<file path="src/rtl/mips_pkg.sv">
// Shared MIPS pipeline definitions used by fetch, decode and hazard detection.
// Latency: n/a (types, constants and pure helper functions only).
// Backpressure: n/a.
package mips_pkg;

    localparam int XLEN       = 32;
    localparam int REG_ADDR_W = 5;

    // sll $0,$0,0 encodes as all zeros; used for bubbles and reset.
    localparam logic [XLEN-1:0] NOP_INSTR_WORD = 32'h0000_0000;

    // Register-specifier field positions within an R/I-type instruction.
    localparam int RS_MSB = 25;
    localparam int RS_LSB = 21;
    localparam int RT_MSB = 20;
    localparam int RT_LSB = 16;

    // Instruction fetch is word-granular; drop the byte offset.
    function automatic logic [XLEN-1:0] alignWord(input logic [XLEN-1:0] addr);
        return {addr[XLEN-1:2], 2'b00};
    endfunction

endpackage

</file>
<file path="src/rtl/pc_register.sv">
// Program counter with hold, redirect and sequential (PC+4) next-address selection.
// Latency: next PC takes effect on the rising clk edge; pcPlus4 is combinational.
// Backpressure: writeEn=0 holds the PC and masks any redirect in that cycle.
//
// Ports:
//   clk, rst        rising-edge clock, asynchronous active-high reset
//   writeEn         1 = PC may advance this cycle
//   redirectValid   1 = load redirectTarget (word-aligned) instead of PC+4
//   redirectTarget  branch/jump destination from ID
//   pc              current fetch PC
//   pcPlus4         pc + 4, wraps modulo 2^32
module pc_register
    import mips_pkg::*;
#(
    parameter logic [XLEN-1:0] RESET_PC = 32'h0000_0000
) (
    input  logic            clk,
    input  logic            rst,
    input  logic            writeEn,
    input  logic            redirectValid,
    input  logic [XLEN-1:0] redirectTarget,
    output logic [XLEN-1:0] pc,
    output logic [XLEN-1:0] pcPlus4
);

    logic [XLEN-1:0] nextPc;

    assign pcPlus4 = pc + XLEN'(4);

    always_comb begin
        nextPc = pcPlus4;
        if (redirectValid) begin
            nextPc = alignWord(redirectTarget);
        end
    end

    always_ff @(posedge clk or posedge rst) begin
        if (rst) begin
            pc <= RESET_PC;
        end else if (writeEn) begin
            pc <= nextPc;
        end
    end

endmodule

</file>
<file path="src/rtl/fetch_stage.sv">
// MIPS IF stage: PC register, instruction-memory address, IF/ID pipeline register, stall counter.
// Latency: word fetched at PC in cycle N appears on ifid_* in cycle N+1; a redirect costs one bubble.
// Backpressure: pc_write=0 holds PC, ifid_write=0 holds IF/ID; redirect ignored by whichever is held.
//
// Ports:
//   clk, rst                         rising-edge clock, asynchronous active-high reset
//   pc_write, ifid_write             stall controls from hazard detection
//   redirect_valid, redirect_target  taken branch / jump from ID
//   imem_addr, imem_rdata            combinational instruction memory interface
//   pc                               current fetch PC
//   ifid_instr, ifid_pc_plus4        IF/ID pipeline register contents
//   ifid_valid                       0 = IF/ID holds a bubble
//   ifid_rs, ifid_rt                 register fields of ifid_instr for hazard detection
//   stall_count                      saturating count of cycles with pc_write=0
module fetch_stage
    import mips_pkg::*;
#(
    parameter logic [XLEN-1:0] RESET_PC  = 32'h0000_0000,
    parameter logic [XLEN-1:0] NOP_INSTR = NOP_INSTR_WORD,
    parameter int              CNT_W     = 16
) (
    input  logic                  clk,
    input  logic                  rst,
    input  logic                  pc_write,
    input  logic                  ifid_write,
    input  logic                  redirect_valid,
    input  logic [XLEN-1:0]       redirect_target,
    output logic [XLEN-1:0]       imem_addr,
    input  logic [XLEN-1:0]       imem_rdata,
    output logic [XLEN-1:0]       pc,
    output logic [XLEN-1:0]       ifid_instr,
    output logic [XLEN-1:0]       ifid_pc_plus4,
    output logic                  ifid_valid,
    output logic [REG_ADDR_W-1:0] ifid_rs,
    output logic [REG_ADDR_W-1:0] ifid_rt,
    output logic [CNT_W-1:0]      stall_count
);

    logic [XLEN-1:0] pcPlus4;

    pc_register #(
        .RESET_PC(RESET_PC)
    ) pcReg (
        .clk            (clk),
        .rst            (rst),
        .writeEn        (pc_write),
        .redirectValid  (redirect_valid),
        .redirectTarget (redirect_target),
        .pc             (pc),
        .pcPlus4        (pcPlus4)
    );

    assign imem_addr = pc;

    // IF/ID register. A redirect flushes the word fetched down the
    // wrong path; pc_plus4 is still captured so a bubble shows where it came from.
    always_ff @(posedge clk or posedge rst) begin
        if (rst) begin
            ifid_instr    <= NOP_INSTR;
            ifid_pc_plus4 <= '0;
            ifid_valid    <= 1'b0;
        end else if (ifid_write) begin
            ifid_pc_plus4 <= pcPlus4;
            if (redirect_valid) begin
                ifid_instr <= NOP_INSTR;
                ifid_valid <= 1'b0;
            end else begin
                ifid_instr <= imem_rdata;
                ifid_valid <= 1'b1;
            end
        end
    end

    // Pure slices of the registered word, no added latency.
    assign ifid_rs = ifid_instr[RS_MSB:RS_LSB];
    assign ifid_rt = ifid_instr[RT_MSB:RT_LSB];

    // Performance counter: sticks at all-ones rather than wrapping.
    always_ff @(posedge clk or posedge rst) begin
        if (rst) begin
            stall_count <= '0;
        end else if (!pc_write && (stall_count != {CNT_W{1'b1}})) begin
            stall_count <= stall_count + CNT_W'(1);
        end
    end

endmodule

</file>
<file path="config.mk">
export PLATFORM = sky130hd
export DESIGN_NAME = fetch_stage
export DESIGN_NICKNAME = d
export VERILOG_FILES = /design/src/rtl/mips_pkg.sv /design/src/rtl/pc_register.sv /design/src/rtl/fetch_stage.sv
export SDC_FILE = /design/constraint.sdc
export NUM_CORES = 1
export LEC_CHECK = 0
export BUFFER_PORTS_ARGS = -buffer_cell sky130_fd_sc_hd__buf_4
export CORE_ASPECT_RATIO = 0.6
export CORE_MARGIN = 2
export CORE_UTILIZATION = 49
export CTS_CLUSTER_DIAMETER = 200
export DETAILED_ROUTE_END_ITERATION = 8
export GPL_ROUTABILITY_DRIVEN = 0
export PLACE_DENSITY = 0.9
export SETUP_SLACK_MARGIN = 0.1
export SLEW_MARGIN = 30
export SYNTH_ARGS = -nofsm -noshare
export SYNTH_HDL_FRONTEND = slang
export SYNTH_SLANG_ARGS = --single-unit
</file>
<file path="constraint.sdc">
create_clock -name clk -period 3.9 [get_ports clk]
set_input_delay 0.39 -clock clk [delete_from_list [all_inputs] [get_ports clk]]
set_output_delay 0.39 -clock clk [all_outputs]
set_load 0.01 [all_outputs]
</file>
After elaboration in Yosys (flattened, before gate mapping) --
Cells that the tools add are included.
Cells by class: add/subtract/negate cells 2, eq/ne operators 1, mux-type cells 3, reduce and logical (&&, ||, !) cells 2
Operator list (number):
- $mux 32 | 2
- $add 32x3->32 const B | 1
- $add 16x1->16 const B | 1
- $ne 16x16->1 const B | 1
- $logic_and 1x1->1 | 1
- $logic_not 1->1 | 1
- $mux 1 | 1
Word-level totals: flip-flop bits (word level) 113, input port bits 69, output and inout port bits 155, word-level logic and storage cells 13

Longest topological paths before layout --
word-level depth 2, mapped depth 7, depth with buffers taken out 6

Hierarchy --
A second synthesis with hierarchy kept.
Second synthesis, totals: cells, all modules 545, area total of the unflattened synthesis 5816.8 sq um
By module, submodules not included:
- fetch_stage | times used 1, cells each 264, area each 3494.6 sq um, sequential area each 2026.9 sq um
- pc_register | times used 1, cells each 281, area each 2322.2 sq um, sequential area each 750.7 sq um

Worst setup path before layout --
No wires, ideal clock.
kind register to register, start point register stall_count[0], end point register stall_count[1], library setup time 128 ps, arrival 1683 ps, required time 3772 ps, setup slack 2090 ps, cell stages (with the launch flop) 6, path buffers 1, period minus slack after synthesis 1810 ps, cell sequence dfrtp_1 -> ha_1 -> nand4_1 -> o41a_1 -> buf_2 -> mux2_1
Between the ends: word-level cells in the longest chain between the ends 2, elaborated cells between the ends (all ways) 3, classes of those cells add/sub (1); eq/ne (1); reduce/logical (1)
RTL lines:
- start, declared | line fetch_stage.sv:36 | output logic [CNT_W-1:0] stall_count
- start signal, assigned | line fetch_stage.sv:83 | stall_count <= stall_count + CNT_W'(1);
- branches (longest 2 deep; another with $add 16x1->16)
Parallel ways; which one is timed is not known. A chain may end at the register's enable or synchronous reset.

Final worst setup path --
start point register pcReg.pc[2], end point register ifid_pc_plus4[18]
Between the ends: word-level cells in the longest chain between the ends 1
RTL lines:
- start, declared | line pc_register.sv:22 | output logic [XLEN-1:0] pc,
- start signal, assigned | line pc_register.sv:41 | pc <= nextPc;
- $add 32x3->32 | line pc_register.sv:28 | assign pcPlus4 = pc + XLEN'(4);
- end signal, assigned | line fetch_stage.sv:63 | ifid_pc_plus4 <= pcPlus4;
- end, declared | line fetch_stage.sv:32 | output logic [XLEN-1:0] ifid_pc_plus4,
Every way passes these cells.

==> impl_results.md <==
- Pwr dens: between 400 and 500 nW/µm²
- First-pass DRT Iterations: 4
- Cell-internal power: about 2.3 mW
- Post-CTS Setup Repair Bufs: 0
- CTS clk-pin slew, worst paths: ~0.070 ns
- CP max FO: 8
- Chip Height: ~86 µm
- Die Area: ~12000 µm²
- Hold Crit Class: primary input to asynchronous set/reset pin
- Clock skew: ~0.0096 ns
- Clock Latency Late Sink: roughly 0.34 ns
- Net switching power figure: between 1 and 1.5 mW
- Final hold vios: 0
- Cell count after synthesis: 555
- CP Buf/Inv Count: 0
- Reg-to-Reg End: ifid_pc_plus4[18]$_DFFE_PP0P_
- Resized Gates After CTS: 0
- RSZ-0062 raised after global routing: false
- CP Launch Type: flip-flop
- TNS Setup: 0 ns
- Sequential power share: 45.4%
- Hold_buf cts: 0
- Number of synthesized flops with an enable pin: 0
- R2r startpoint: pcReg.pc[2]$_DFFE_PP0P_
- Detailed-route wire length: around 15 mm
- CTS Root Cell: clkbuf_16
- Post-synthesis compound-gate area fraction: between 10% and 20%
- Largest net degree at the start of global routing: between 60 and 70
- Proportion of synthesized area in mux cells: less than 1%
- Max-Cap Viols: 0
- Fin crit period: 2.18 ns
- CTS tree: done
- Largest family of logic cells by synthesized area: simple AND/OR/NAND/NOR gates
- H-tree Lvls: 3
- Switching power share of the total: 31.1%
- N_diodes: 0
- Primary FF master, synth: dfrtp_1
- # IOs: ~220
- First-pass GRT wire length: ~24 mm
- # rows: 29
- Status: finished clean
- Via count: 4845
- Total power: 3.31 mW
- Xor/xnor share of the synthesized area: under 10%
- Number of cells on the critical path: 6
- CP arrival: roughly 2.4 ns
- Register area share after synthesis: about half
- Crit path cell chain: ha_1 > and3_1 > nand4_1 > nor3_1 > xnor2_1 > a21oi_1
- Clock tree buffer depth: 2
- Final nets: a little under 800
- Slew of the pin with the lowest slew margin: between 0.9 and 1 ns
- FF-to-FF setup slack: approximately 1.7 ns
- Post-Synth Simple-Gate Area: 16.6%
- Reg2Reg Depth: 6
- Slew Limit Fails: 0
- Final period util: 55.9%
- Post-synth cell types: 53
- Slowest cell on crit path: dfrtp_1
- CP endpoint kind: flip-flop
- Slowest Stage Delay on Critical Path: around 0.48 ns
- Leak: between 3 and 4 nW
- Final Setup Violations: 0
- Residual DRC: 0
- Cell Area, Synth: 5520 µm²
- Iter 0 DRT Violations: between 200 and 300
- Critical path class: flip-flop to flip-flop
- Worst rel slew slack: approximately 38%
- Most frequent cells in the layout: 219 x buf_4, 109 x dfrtp_1, 55 x nor2_1
- Wire per inst: roughly 18 µm
- FF+latch count, synth: between 100 and 150
- Setup WS post-layout: 1.72 ns
- Initial antenna violation count: 0
- Synthesized area per cell: ~10 µm²
- Comb pwr share: between 20% and 30%
- Required @ worst endpoint: between 4 and 5 ns
- Via-per-instance ratio: between 5 and 6
- Overflow after GRT: 0
- GRT Resource Usage Total: about a quarter
- Layout cells sized above 1: between 30% and 40%
- Layout area overhead: 30.4%
- Syn. warnings: 0
- Post-layout util: between 60% and 70%
- Core area: around 11000 µm²
- Post-DP HPWL: around 11 mm
- DRT antenna net count: 0
- VDD IR max: roughly 0.00024 V
- Asr flop ratio synth: 100%
- Clock network fraction of total power: between 20% and 30%
- I/O Buffers: 215
- Die X: 141 µm
- Pre-CTS WS: 1.58 ns
- Starting density of the core: between 50% and 60%
- Commonest non-fill, non-tap cell in the layout: buf_4
- CTS Sinks: 109
- CTS Buf Count: 9
- Largest delay share family, worst path: simple AND/OR/NAND/NOR gates
- Adder-Cell Fraction of Synth Area: 0.453%
- FMAX: ~0.46 GHz
- Vias in the first global route: between 4000 and 5000
-- layer usage --
| layer | vias to the layer above | global-route usage [%] | part of all wire (%) |
|---|---|---|---|
| met2 | 229 | 39.5 | 46 |
| met1 | 2363 | 34.9 | 45 |
| met4 | 0 | 8.64 | 1.7 |
| met3 | 23 | 6.57 | 7.9 |
| li1 | 2230 | - | - |
| met5 | - | 0 | 0 |
-- cell families after synthesis --
kind of cell | after synthesis
adder cells (fa/ha/maj) | 2
multiplexers | 5
AND/OR/NAND/NOR | 174
other | 1
XOR/XNOR | 41
AO/OA/AOI/OAI | 132
buffers and inverters | 91
flip-flops | 109
-- power by group through the flow --
| stage | Sequential, mW | Clock [mW] | Combinational (mW) |
|---|---|---|---|
| after floorplan | 1.53 | 0 | 0.429 |
| after global placement | 1.50 | 0 | 0.840 |
| after detailed placement | 1.52 | 0 | 0.863 |
| after CTS | 1.50 | 0.972 | 0.864 |
| after global routing | 1.53 | 1.01 | 0.929 |
| final | 1.50 | 0.947 | 0.857 |
-- stage by stage --
step / instances / hold slack [ns] / instance area (µm²)
2_1_floorplan: 560 / 0.508 / 5540
3_3_place_gp: 838 / 0.466 / 6890
3_5_place_dp: 838 / 0.474 / 6890
4_1_cts: 854 / 0.168 / 7210
5_1_grt: 854 / 0.196 / 7210
6_report: 854 / 0.142 / 7210
-- synth_stat cells, types with 2 or more instances --
master | count | share of area [%]
a21o_1 | 2 | 0.27
a21oi_1 | 42 | 3.8
a22o_1 | 36 | 5.7
a22oi_1 | 8 | 1.1
a2bb2oi_1 | 2 | 0.32
a31oi_1 | 2 | 0.23
and3_1 | 8 | 0.91
and4_1 | 4 | 0.63
buf_2 | 5 | 0.45
buf_4 | 48 | 6.5
clkbuf_1 | 27 | 1.8
clkinv_1 | 2 | 0.14
dfrtp_1 | 109 | 49
ha_1 | 2 | 0.45
inv_1 | 8 | 0.54
mux2i_1 | 3 | 0.54
nand2_1 | 30 | 2.0
nand2b_1 | 2 | 0.23
nand3_1 | 27 | 2.4
nand3b_1 | 2 | 0.27
nand4_1 | 15 | 1.7
nand4_2 | 4 | 0.91
nor2_1 | 56 | 3.8
nor2b_1 | 10 | 1.1
nor3_1 | 6 | 0.54
nor4_4 | 2 | 0.77
o21a_1 | 2 | 0.27
o21ai_0 | 18 | 1.6
o22ai_1 | 2 | 0.23
o2bb2ai_1 | 3 | 0.48
o311ai_0 | 4 | 0.63
o311ai_1 | 2 | 0.32
o32ai_1 | 2 | 0.32
or3_1 | 2 | 0.23
xnor2_1 | 28 | 4.4
xor2_1 | 13 | 2.1
-- worst max-delay path by stage --
stage                             startpoint                            end
detailed placement            redirect_valid       pcReg.pc[25]$_DFFE_PP0P_
floorplan                                rst      ifid_instr[0]$_DFFE_PP0P_
finish               pcReg.pc[2]$_DFFE_PP0P_  ifid_pc_plus4[18]$_DFFE_PP0P_
global route         pcReg.pc[2]$_DFFE_PP0P_       pcReg.pc[24]$_DFFE_PP0P_
CTS                 pcReg.pc[19]$_DFFE_PP0P_       pcReg.pc[28]$_DFFE_PP0P_
global placement              redirect_valid       pcReg.pc[20]$_DFFE_PP0P_
-- layout make-up --
type                    count  area [µm²]
flip-flops and latches    109        2730
inverters                  10        40.0
clock inverters             4        55.1
well taps                 139         174
clock buffers              12         256
fillers                   851        3570
repair buffers            220        1660
multi-input cells         360        2290
-- sequential cells by signal (all words and copies together), names as in the netlist --
register,flops
ifid_instr,32
ifid_pc_plus4,30
ifid_valid,1
pcReg.pc,30
stall_count,16
(Power assumes the default switching activity.)
